[config.mk]
export PLATFORM = sky130hd
export DESIGN_NAME = rodadas_unidade_controle
export DESIGN_NICKNAME = d
export VERILOG_FILES = /design/src/rtl/rodadas_pkg.sv /design/src/rtl/rodadas_unidade_controle_timer.sv /design/src/rtl/rodadas_unidade_controle.sv
export SDC_FILE = /design/constraint.sdc
export NUM_CORES = 1
export LEC_CHECK = 0
export CAP_MARGIN = 20
export CORE_MARGIN = 4
export CORE_UTILIZATION = 49
export CTS_CLUSTER_DIAMETER = 40
export DETAILED_ROUTE_END_ITERATION = 7
export PLACE_DENSITY = 0.88
export SETUP_SLACK_MARGIN = 0.4
export SYNTH_ARGS = -nofsm -noshare
export SYNTH_HDL_FRONTEND = slang
export SYNTH_SLANG_ARGS = --single-unit
[constraint.sdc]
create_clock -name clock -period 1.8 [get_ports clock]
set_clock_uncertainty 0.1 [all_clocks]
set_input_delay 0.36 -clock clock [delete_from_list [all_inputs] [get_ports clock]]
set_output_delay 0.36 -clock clock [all_outputs]
set_load 0.02 [all_outputs]
[src/rtl/rodadas_pkg.sv]
`default_nettype none
// ============================================================================
// Module      : rodadas_pkg
// Description : State codes and defaults shared by the progressive-rounds
//               memory-game control unit and its timeout timer.
// Revision    : 1.0 - initial release
// ============================================================================
package rodadas_pkg;

  // Default number of cycles a player has to make each move
  localparam int unsigned c_timeout_cycles_default = 5000;

  // 4-bit state codes; these values are also what db_estado shows
  localparam logic [3:0] c_est_inicial        = 4'h0;
  localparam logic [3:0] c_est_preparacao     = 4'h1;
  localparam logic [3:0] c_est_inicia_rodada  = 4'h2;
  localparam logic [3:0] c_est_espera         = 4'h3;
  localparam logic [3:0] c_est_registra       = 4'h4;
  localparam logic [3:0] c_est_comparacao     = 4'h5;
  localparam logic [3:0] c_est_proximo        = 4'h6;
  localparam logic [3:0] c_est_proxima_rodada = 4'h7;
  localparam logic [3:0] c_est_estouro        = 4'hC;
  localparam logic [3:0] c_est_vitoria        = 4'hD;
  localparam logic [3:0] c_est_derrota        = 4'hE;
  // Debug code shown when the state register holds an unused encoding
  localparam logic [3:0] c_est_invalido       = 4'hF;

  typedef enum logic [3:0] {
    st_inicial        = c_est_inicial,
    st_preparacao     = c_est_preparacao,
    st_inicia_rodada  = c_est_inicia_rodada,
    st_espera         = c_est_espera,
    st_registra       = c_est_registra,
    st_comparacao     = c_est_comparacao,
    st_proximo        = c_est_proximo,
    st_proxima_rodada = c_est_proxima_rodada,
    st_estouro        = c_est_estouro,
    st_vitoria        = c_est_vitoria,
    st_derrota        = c_est_derrota
  } estado_t;

endpackage
`default_nettype wire

[src/rtl/rodadas_unidade_controle_timer.sv]
`default_nettype none
// ============================================================================
// Module      : timer_espera
// Description : Per-move timeout counter. Counts while enabled, clears while
//               zera is high; fim flags the last cycle of the window.
// Revision    : 1.0 - initial release
// ============================================================================
module timer_espera #(
  parameter int TIMEOUT_CYCLES = 5000,
  parameter int TW             = $clog2(TIMEOUT_CYCLES)
) (
  input  logic clock,
  input  logic reset,
  input  logic conta,
  input  logic zera,
  output logic fim
);

  logic [TW-1:0] r_count;

  // Cycle counter; never needs to wrap because the FSM leaves espera at fim
  always_ff @(posedge clock) begin
    if (!reset || zera) begin
      r_count <= '0;
    end else if (conta) begin
      r_count <= r_count + TW'(1);
    end
  end

  assign fim = (r_count == TW'(TIMEOUT_CYCLES - 1));

endmodule
`default_nettype wire

[src/rtl/rodadas_unidade_controle.sv]
`default_nettype none
// ============================================================================
// Module      : rodadas_unidade_controle
// Description : Moore control unit for the progressive-rounds memory game.
//               Sequences the E/L counters and R register, replays moves
//               against memory up to the round limit, with a per-move timeout.
// Revision    : 1.0 - initial release
// ============================================================================
module rodadas_unidade_controle
  import rodadas_pkg::*;
#(
  parameter int TIMEOUT_CYCLES = c_timeout_cycles_default,
  parameter int TW             = $clog2(TIMEOUT_CYCLES)
) (
  input  logic       clock,
  input  logic       reset,
  input  logic       iniciar,
  input  logic       jogada,
  input  logic       igual,
  input  logic       enderecoIgualLimite,
  input  logic       fimL,
  output logic       zeraE,
  output logic       contaE,
  output logic       zeraL,
  output logic       contaL,
  output logic       zeraR,
  output logic       registraR,
  output logic       pronto,
  output logic       acertou,
  output logic       errou,
  output logic       timeout,
  output logic [3:0] db_estado
);

  estado_t r_estado;
  estado_t w_proximo;
  logic    w_conta_timer;
  logic    w_fim_timer;

  // The move window only runs in espera, so any other state restarts it
  assign w_conta_timer = (r_estado == st_espera);

  timer_espera #(
    .TIMEOUT_CYCLES (TIMEOUT_CYCLES),
    .TW             (TW)
  ) u_timer (
    .clock (clock),
    .reset (reset),
    .conta (w_conta_timer),
    .zera  (!w_conta_timer),
    .fim   (w_fim_timer)
  );

  // State register with synchronous active-low reset
  always_ff @(posedge clock) begin
    if (!reset) begin
      r_estado <= st_inicial;
    end else begin
      r_estado <= w_proximo;
    end
  end

  // Next-state logic; a move in the last timer cycle takes priority
  always_comb begin
    w_proximo = st_inicial;
    case (r_estado)
      st_inicial:        w_proximo = iniciar ? st_preparacao : st_inicial;
      st_preparacao:     w_proximo = st_inicia_rodada;
      st_inicia_rodada:  w_proximo = st_espera;
      st_espera: begin
        if (jogada)           w_proximo = st_registra;
        else if (w_fim_timer) w_proximo = st_estouro;
        else                  w_proximo = st_espera;
      end
      st_registra:       w_proximo = st_comparacao;
      st_comparacao: begin
        if (!igual)                           w_proximo = st_derrota;
        else if (enderecoIgualLimite && fimL) w_proximo = st_vitoria;
        else if (enderecoIgualLimite)         w_proximo = st_proxima_rodada;
        else                                  w_proximo = st_proximo;
      end
      st_proximo:        w_proximo = st_espera;
      st_proxima_rodada: w_proximo = st_inicia_rodada;
      st_estouro,
      st_vitoria,
      st_derrota:        w_proximo = iniciar ? st_preparacao : r_estado;
      default:           w_proximo = st_inicial;
    endcase
  end

  // Moore output decode
  always_comb begin
    zeraE     = 1'b0;
    contaE    = 1'b0;
    zeraL     = 1'b0;
    contaL    = 1'b0;
    zeraR     = 1'b0;
    registraR = 1'b0;
    pronto    = 1'b0;
    acertou   = 1'b0;
    errou     = 1'b0;
    timeout   = 1'b0;
    db_estado = c_est_invalido;
    case (r_estado)
      st_inicial: begin
        zeraE = 1'b1; zeraL = 1'b1; zeraR = 1'b1; db_estado = c_est_inicial;
      end
      st_preparacao: begin
        zeraE = 1'b1; zeraL = 1'b1; zeraR = 1'b1; db_estado = c_est_preparacao;
      end
      st_inicia_rodada: begin
        zeraE = 1'b1; db_estado = c_est_inicia_rodada;
      end
      st_espera:         db_estado = c_est_espera;
      st_registra: begin
        registraR = 1'b1; db_estado = c_est_registra;
      end
      st_comparacao:     db_estado = c_est_comparacao;
      st_proximo: begin
        contaE = 1'b1; db_estado = c_est_proximo;
      end
      st_proxima_rodada: begin
        contaL = 1'b1; db_estado = c_est_proxima_rodada;
      end
      st_estouro: begin
        pronto = 1'b1; timeout = 1'b1; db_estado = c_est_estouro;
      end
      st_vitoria: begin
        pronto = 1'b1; acertou = 1'b1; db_estado = c_est_vitoria;
      end
      st_derrota: begin
        pronto = 1'b1; errou = 1'b1; db_estado = c_est_derrota;
      end
      default:           db_estado = c_est_invalido;
    endcase
  end

endmodule
`default_nettype wire

==> impl_metrics.toml, run 1 <==
[synth]
netlist_area_um2 = 972
async_reset_ff_frac = 0
syn_inst = 123
synth_edf_count = 0
avgSynthCellArea_um2 = 7.90
yosysWarnings = 0
ys.flop_type = "dfxtp_1"
synth_nets = 131
synth-seq-cells = 17
ys_seq_area_frac = 0.350
synth_cell_types = 34

[timing]
crit_endpoint = "u_timer.r_count[9]$_SDFFE_PP0P_/D"
worstEpCategory = "register input"

[placement]
placed_area_mm2 = 0.00135
dp_slack_ns = -0.125
portBuffers = 20
gp_congestion = 0.762
hpwlAfterDp_um = 1980

[clocking]
hold_buffers = 0
h-tree-depth = 1
clock_sinks = 17
cts_buffers = 3
clockBufferDepth = 2
ctsRootBufferMaster = "clkbuf_4"

[floorplanning]
initial_core_util = 0.540
ios = 21
rows = 15
die_w_um = 52.5
die_height_um = 52.5

[global_route]
grt_max_degree = 12

[status]
status = "aborted with a tool error"
error = "[ERROR DPL-0038] Utilization greater than 100%, impossible to legalize"
failed_stage = "5_1_grt"
-- synthesized netlist by cell type, drive strengths merged, types with 3 or more instances --
library cell / count / area, um2
nand3: 5 / 25.0
a21oi: 12 / 60.1
dfxtp: 17 / 340
o21ai: 8 / 40.0
xnor2: 4 / 35.0
clkbuf: 5 / 18.8
buf: 3 / 18.8
nand2: 14 / 52.6
inv: 4 / 15.0
nand4: 3 / 33.8
nand2b: 7 / 43.8
or3: 5 / 31.3
nor2: 12 / 45.0
-- cells by family after synthesis --
kind of cell,share of synthesized area
flip-flops,0.350
adder cells (fa/ha/maj),0.0129
buffers and inverters,0.0540
AO/OA/AOI/OAI,0.169
XOR/XNOR,0.0450
AND/OR/NAND/NOR,0.359
multiplexers,0.0103
-- metrics by stage --
stage	TNS [ns]	hold slack, ns	cells
3_5_place_dp	-0.511	0.359	177
2_1_floorplan	0	0.326	123
4_1_cts	0	0.361	198
3_3_place_gp	-0.0908	0.340	177
-- timing repair --
item	4_1_cts
pin swaps	15
gates resized for setup	104
endpoints found under the setup margin	29
endpoints found under the hold margin	0
buffers inserted	17
==> run 2: changes to the inputs <==
- CORE_AREA: unset -> 4 4 65 67
- CORE_MARGIN: 4 -> unset
- CORE_UTILIZATION: 49 -> unset
- CTS_CLUSTER_DIAMETER: 40 -> unset
- DIE_AREA: unset -> 0 0 69 71
- PLACE_DENSITY: 0.88 -> unset
- PLACE_DENSITY_LB_ADDON: unset -> 0.15
- SETUP_SLACK_MARGIN: 0.4 -> unset
==> run 2 against run 1 <==
Compared with the run above:
- the run now ends clean
- synthesized area stayed put
- synthesized cell count stayed put
==> impl_metrics.toml, run 2 <==
[synth]
yosysWarnings = 0
async_reset_ff_frac = 0
ys.flop_type = "dfxtp_1"
syn_inst = 123
yosys.area.top_type = "dfxtp_1"
netlist_area_um2 = 972
avgSynthCellArea_um2 = 7.90
ys_seq_area_frac = 0.350
synth-seq-cells = 17
yosysMostFrequentCell = "dfxtp_1"
synth_area_leaders = "dfxtp_1 35%, a21oi_1 6.2%, nand2_1 5.4%"
synth_cell_types = 34
synth_nets = 131
yosysTopAreaCellShare = 0.350
ys_top_cells_by_count = "17 x dfxtp_1, 14 x nand2_1, 12 x a21oi_1, 12 x nor2_1, 8 x o21ai_0"
synth_edf_count = 0

[placement]
hpwlAfterDp_um = 1780
portBuffers = 20
dp_slack_ns = -0.0684
dp.cells = 201
placed_area_mm2 = 0.00133
gp_congestion = 0.740

[critical_path]
cp.required_ns = 1.88
max_stage_delay_ns = 0.41
startpoint = "r_estado[2]$_SDFFE_PN0P_"
crit_type = "reg2reg"
arrival_ns = 1.84
slowest_stage = "or3_1"
timing.rr.end = "u_timer.r_count[11]$_SDFFE_PP0P_"
critPathBufInv = 2
crit_path_start_kind = "flop"
r2r-start = "r_estado[2]$_SDFFE_PN0P_"
cp_max_fo = 5
reg2reg_depth = 6
worstPathCellList = "buf_4 -> nor4bb_4 -> buf_4 -> nand4_1 -> or3_1 -> a21oi_2"
path_common_cell = "buf_4"
cp_top_family = "simple AND/OR/NAND/NOR gates"
r2r_slack_ns = 0.04
cp-end-kind = "flop"

[timing]
drv_slew = 0
maxSlewHeadroom = 0.810
hold_viol = 0
min_period_ns = 1.76
tightest_slew_ns = 0.283
setup_violations = 0
fmax_mhz = 568
finalCritPeriodShare = 0.977
rsz0062_at_grt = "true"
worst_slack_ns = 0.0408

[floorplanning]
core_area_mm2 = 0.00363
die_height_um = 71
ios = 21
dieArea_mm2 = 0.00490
rows = 22
initial_core_util = 0.268
die_w_um = 69

[power_and_ir_drop]
cellLeakagePower_nw = 0.573
ir_worst_vdd_mv = 0.343
p_per_area_mw_per_mm2 = 580

[min_path]
holdPathStages = 2
worst_hold_path_type = "reg2reg"
hold_end = "u_timer.r_count[12]$_SDFFE_PP0P_"
min_from = "u_timer.r_count[12]$_SDFFE_PP0P_"

[global_route]
grt_max_degree = 12
grt_antenna_before_repair = 0
gr-total-overflow = 0
track_usage = 0.102
grt_first_pass_wirelength_um = 4200
grt_pass1_vias = 958

[clocking]
clockBufferDepth = 2
clk_latency_ns = 0.25
clk_pin_slew_ns = 0.06
hold_buffers = 0
cts_buffers = 3
h-tree-depth = 1
cts_tree = "done"
clock_sinks = 17
ctsRootBufferMaster = "clkbuf_8"

[route]
via_per_inst = 4.60
final_antenna_net_count = 0
num_vias = 962
drtIter0Drc = 34
drc_errors = 0
wire_per_inst_um = 11.4
dr.pass1.iters = 4
wl_um = 2380

[layout]
final_cell_mix = "22 x buf_4, 15 x dfxtp_1, 13 x nand2_1"
largest_register = "u_timer.r_count"
nets = 170
drive_gt1_frac = 0.280
finalInstanceArea_mm2 = 0.00141
layout_commonest_cell = "buf_4"
syn_to_final_growth_pct = 44.8
reg_top3 = "u_timer.r_count x13, r_estado x4"
diodes = 0
fin_cells = 209
largest_reg_flops = 13

[flow_run]
drv_cap = 0

[status]
status = "complete, no violations"
-- run 2: cell counts after synthesis --
Identical to the previous run, type by type.
-- run 2: how the worst max path moves through the flow --
stage                                        to  cells past startpoint
3_5_place_dp    u_timer.r_count[9]$_SDFFE_PP0P_                      6
6_report       u_timer.r_count[11]$_SDFFE_PP0P_                      6
3_3_place_gp                              zeraE                      3
2_1_floorplan                             zeraR                      4
4_1_cts         u_timer.r_count[9]$_SDFFE_PP0P_                      7
5_1_grt        u_timer.r_count[11]$_SDFFE_PP0P_                      6
-- run 2: repair_timing --
action / CTS / global route
setup endpoints to repair: 18 / 23
pin swaps: 5 / 5
gates resized for setup: 23 / 23
setup buffers: 1 / 3
-- run 2: layout make-up --
type	count	area, um2
inverters	4	15.0
repair buffers	42	323
flip-flops and latches	17	343
well taps	48	60.1
fillers	389	2230
multi-input cells	94	622
clock buffers	4	45.0
-- run 2: power by group --
group | total, mW | internal [mW] | switching [mW] | leakage, nW
logic | 0.146 | 0.0730 | 0.0731 | 0.412
registers | 0.391 | 0.383 | 0.00839 | 0.138
clock network | 0.279 | 0.157 | 0.122 | 0.0228
total | 0.816 | 0.612 | 0.204 | 0.573
-- run 2: worst min-delay path, stage by stage, from the launching register on --
cell	delay [ns]
dfxtp_1	0.32
o21ai_0	0.07
a21oi_1	0.06
-- run 2: logic make-up (layout without fill, tap and decap cells) --
group	after synthesis	count (layout)	share of synthesized area
compound gates	27	27	0.169
xor+xnor	5	5	0.0450
fa+ha+maj	1	1	0.0129
buf+inv	12	50	0.0540
flops	17	17	0.350
mux	1	1	0.0103
simple gates	60	60	0.359
-- run 2: layer usage --
| layer | global-route usage | share of wire | vias up |
|---|---|---|---|
| li1 | - | - | 513 |
| met1 | 0.133 | 0.52 | 429 |
| met2 | 0.163 | 0.43 | 18 |
| met3 | 0.0355 | 0.044 | 2 |
| met4 | 0.0217 | 0.0055 | 0 |
| met5 | 0 | 0 | - |
-- run 2: metrics by stage --
| stage | hold slack [ns] | util | TNS (ns) | power, mW |
|---|---|---|---|---|
| final | 0.395 | 0.387 | 0 | 0.816 |
| after detailed placement | 0.381 | 0.367 | -0.287 | 0.547 |
| after global placement | 0.371 | 0.367 | -0.100 | 0.546 |
| after CTS | 0.394 | 0.380 | 0 | 0.825 |
| after global routing | 0.433 | 0.387 | -0.105 | 0.864 |
| after floorplan | 0.326 | - | 0 | 0.475 |
No activity file was read; power rests on OpenSTA's default activity.
